## src/rtl/nbit_mux_pipe.sv

```systemverilog
// nbit_mux_pipe: M-to-1, N-bit selector feeding a STAGES-deep register chain.
// Each stage carries {data, valid, err}. Stall holds every stage and flush
// loads every stage with the bubble value. A synchronous reset does the same.
// The outputs come straight from the last stage, so no input reaches an
// output through combinational logic alone.
module nbit_mux_pipe #(
    parameter int unsigned N         = 32,
    parameter int unsigned M         = 4,
    parameter int unsigned STAGES    = 1,
    parameter logic [31:0] FLUSH_VAL = 32'h0000_0013,
    parameter int unsigned SELW      = $clog2(M)
) (
    input  logic              clk,
    input  logic              rst,
    input  logic [M*N-1:0]    in_bus,
    input  logic [SELW-1:0]   sel,
    input  logic              in_valid,
    input  logic              stall,
    input  logic              flush,
    output logic [N-1:0]      out_data,
    output logic              out_valid,
    output logic              sel_err
);

    // Bubble payload. It is truncated or extended to the data width.
    localparam logic [N-1:0] BUBBLE_DATA = N'(FLUSH_VAL);

    logic [N-1:0] mux_data;
    logic         mux_err;

    logic [N-1:0] data_q  [STAGES];
    logic [N-1:0] data_d  [STAGES];
    logic         valid_q [STAGES];
    logic         valid_d [STAGES];
    logic         err_q   [STAGES];
    logic         err_d   [STAGES];

    // Input select. An index with no matching slice falls back to input 0
    // and raises err.
    always_comb begin
        mux_data = in_bus[N-1:0];
        mux_err  = 1'b1;
        for (int unsigned k = 0; k < M; k++) begin
            if (sel == SELW'(k)) begin
                mux_data = in_bus[k*N +: N];
                mux_err  = 1'b0;
            end
        end
    end

    // Next-state logic. Flush takes priority over stall. Otherwise the chain
    // either holds or shifts by one stage.
    always_comb begin
        for (int unsigned i = 0; i < STAGES; i++) begin
            data_d[i]  = data_q[i];
            valid_d[i] = valid_q[i];
            err_d[i]   = err_q[i];
        end
        if (flush) begin
            for (int unsigned i = 0; i < STAGES; i++) begin
                data_d[i]  = BUBBLE_DATA;
                valid_d[i] = 1'b0;
                err_d[i]   = 1'b0;
            end
        end else if (!stall) begin
            data_d[0]  = mux_data;
            valid_d[0] = in_valid;
            err_d[0]   = mux_err;
            for (int unsigned i = 1; i < STAGES; i++) begin
                data_d[i]  = data_q[i-1];
                valid_d[i] = valid_q[i-1];
                err_d[i]   = err_q[i-1];
            end
        end
    end

    // Stage registers with synchronous reset to the bubble value.
    always_ff @(posedge clk) begin
        if (rst) begin
            for (int unsigned i = 0; i < STAGES; i++) begin
                data_q[i]  <= BUBBLE_DATA;
                valid_q[i] <= 1'b0;
                err_q[i]   <= 1'b0;
            end
        end else begin
            for (int unsigned i = 0; i < STAGES; i++) begin
                data_q[i]  <= data_d[i];
                valid_q[i] <= valid_d[i];
                err_q[i]   <= err_d[i];
            end
        end
    end

    assign out_data  = data_q[STAGES-1];
    assign out_valid = valid_q[STAGES-1];
    assign sel_err   = err_q[STAGES-1];

endmodule

```

## config.mk

```make
export PLATFORM = sky130hd
export DESIGN_NAME = nbit_mux_pipe
export DESIGN_NICKNAME = d
export VERILOG_FILES = /design/src/rtl/nbit_mux_pipe.sv
export SDC_FILE = /design/constraint.sdc
export NUM_CORES = 1
export LEC_CHECK = 0
export CORE_ASPECT_RATIO = 0.6
export CORE_UTILIZATION = 29
export CTS_CLUSTER_SIZE = 16
export DETAILED_ROUTE_END_ITERATION = 8
export MAX_ROUTING_LAYER = met4
export PLACE_DENSITY_LB_ADDON = 0.12
export SYNTH_ARGS = -nofsm -noshare
export SYNTH_HDL_FRONTEND = slang
export SYNTH_SLANG_ARGS = --single-unit
export TNS_END_PERCENT = 50
```

## constraint.sdc

```tcl
create_clock -name clk -period 1.7 [get_ports clk]
set_input_delay 0.51 -clock clk [delete_from_list [all_inputs] [get_ports clk]]
set_output_delay 0.51 -clock clk [all_outputs]
set_load 0.01 [all_outputs]
```

==> out/results.txt <==
share of cells above drive strength 1 - 11.2%
final worst path period share - 100%
syn_area_per_cell - 10.5 um2
internal power - 0.00170 W
final setup TNS - -8.57 ps
Starting Density - 30.7%
power share of the clock group - 31.5%
vias in the first global route - 2166
# IOs - 169
total track usage - 20.7%
routed len/inst - 16.1 um
YS warnings - 0
IO buf count - 168
Die W - 107 um
PD cells - 544 mW/mm2
worst clock skew - 0 ps
CP Cell Sequence - dlygate4sd2_1 > buf_4 > or4_4 > bufbuf_16 > o22ai_2 > a21o_1
post-layout minimum cycle time - 1700 ps
# rows - 22
Residual DRC - 0
Fin. Hold Viols - 0
DP Wirelength - 5.44 mm
switching part of the total - 23.0%
grt ovf - 0
number of diodes - 0
synth unique cells - 19
via count - 2141
CP endpoint kind - flop
number of synthesized register bits - 34
fmax - 587 MHz
clock-pin slew on the worst setup and hold paths - 70 ps
VDD IR max - 0.000299 V
core area - 0.00628 mm2
die height - 65.2 um
post-route ant nets - 0
total wire length - 7.08 mm
CP Data Required Time - 1930 ps
post-layout worst setup margin - -4.21 ps
logic gate share of total power - 30.1%
status - finished, violations left
Initial DRC Count - 44
clk buf depth - 2
Leak Pwr - 2.24 nW
max-cap violation count - 0
net count after synthesis - 318
Area Overhead vs Synth - 110%
largest net degree at the start of global routing - 30
hold slack - 445 ps
Total Power - 0.00220 W
failing checks - setup timing
slowest stage delay, CP - 440 ps
Clock Sinks - 34
Tightest Hold Check Type - flop to flop
antenna violations before repair - 0
routability cong. - 0.759
Slowest cell on crit path - or4_4
CTS buffer count - 5
Synth Instances - 183
clk_lat worst skew - 280 ps
CTS tree - yes
setup violators final - 4
CP Max Fanout - 14
RSZ-0062 raised after global routing - true
Synth Cell Area - 0.00193 mm2
Switching Power - 0.000507 W
TritonRoute pass-1 iters - 3
number of nets in the layout - 491
Arrival @ worst endpoint - 1930 ps
Root Driver - clkbuf_8
CP top delay family - buffers and inverters
count of pins over their slew limit - 0
CP Class - input pin to flop
# H-tree levels - 2
max_slew headroom - 83.8%
wire length of the first global-routing pass - 10.6 mm
register area share after synthesis - 35.3%
vias per std cell - 4.85
sequential share of power - 38.3%
Least-Margin Pin Slew - 237 ps
CP Launch Type - input pin
WP buf/inv - 3
Fill cells - 549
die area - 0.00699 mm2
## cell usage after synthesis
library cell | number | area, um2
buf_1 | 1 | 3.75
mux4_2 | 3 | 67.6
nor3_1 | 1 | 5.00
and3_1 | 1 | 6.26
buf_2 | 7 | 35.0
mux2i_1 | 62 | 621
nand3_1 | 1 | 5.00
or4_4 | 1 | 11.3
nand2_1 | 3 | 11.3
and2_1 | 1 | 6.26
nor2_1 | 1 | 3.75
buf_4 | 1 | 7.51
o221ai_1 | 1 | 8.76
dfxtp_1 | 34 | 681
buf_6 | 4 | 45.0
clkbuf_1 | 4 | 15.0
or4b_1 | 1 | 10.0
o22ai_1 | 28 | 175
a21o_1 | 28 | 210
## power by group through the flow
stage                     combinational, W  clock [W]  sequential, W
after floorplan                   0.000218          0       0.000879
after global placement            0.000656          0       0.000863
after detailed placement          0.000664          0       0.000864
after CTS                         0.000675   0.000718       0.000846
after global routing              0.000710   0.000760       0.000848
final                             0.000664   0.000694       0.000845
## metrics by stage
stage               worst slack (ps)  std cells  utilization [%]  area, um2
finish                         -4.21        441             64.6       4050
detailed placement              -397        430             60.6       3800
global route                   -47.8        441             64.6       4050
CTS                            -20.4        440             63.4       3980
global placement                -350        430             60.6       3800
floorplan                      -21.3        183                -       1990
## per-layer routing
| layer | share of wire, % | vias to the layer above | GRT usage (%) |
|---|---|---|---|
| met5 | 0 | - | - |
| met4 | 0.34 | 0 | 3.77 |
| met3 | 7.3 | 2 | 5.65 |
| met2 | 48 | 73 | 35.7 |
| met1 | 44 | 1018 | 24.5 |
| li1 | - | 1048 | - |
## worst paths after layout
path | startpoint | end | slack [ps] | cells past startpoint
hold / removal | data_q[0][10] | data_q[0][10] | 450 | 1
hold reg to reg | data_q[0][10] | data_q[0][10] | 450 | 1
setup / recovery | stall | data_q[0][12] | -4 | 6
setup reg to reg | data_q[0][4] | data_q[0][4] | 1080 | 2
## layout make-up
cell class              instances  area (um2)  area share, %
repair buffers                183        1940           47.9
multi-input cells             132        1220           30.0
flip-flops and latches         34         681           16.8
clock buffers                   8         110           2.72
well taps                      84         105           2.59
## cells in the final DEF (no fill, tap or decap), drive strengths merged
master,instances
clkbuf,8
o22ai,28
clkdlybuf4s50,137
mux2i,62
or4b,1
nand3,1
dfxtp,34
bufbuf,2
nor3,1
and3,1
and2,1
dlygate4sd2,7
buf,14
o221ai,1
nor2,1
nand2,3
a21o,28
mux4,3
or4,1
dlymetal6s2s,23
## sequential cells by signal (all words and copies together) (netlist names)
register / cells
valid_q: 1
data_q: 32
err_q: 1
## cell families (layout without fill, tap and decap cells)
family                 count (synthesis)  after routing  share of synthesized area [%]
buffers and inverters                 17            191                           5.52
DFF                                   34             34                           35.3
muxes                                 65             65                           35.7
AOI/OAI and AO/OA                     57             57                           20.4
and+or+nand+nor                       10             10                           3.05
## repair_timing
| action | CTS | global route |
|---|---|---|
| endpoints found under the hold margin | 0 | 0 |
| setup buffers | 0 | 1 |
| resized for setup | 9 | 24 |
| hold buffers | 0 | 0 |
| endpoints found under the setup margin | 32 | 43 |
| cloned | 2 | 0 |
Note: power is estimated with default switching activity, not from simulation.
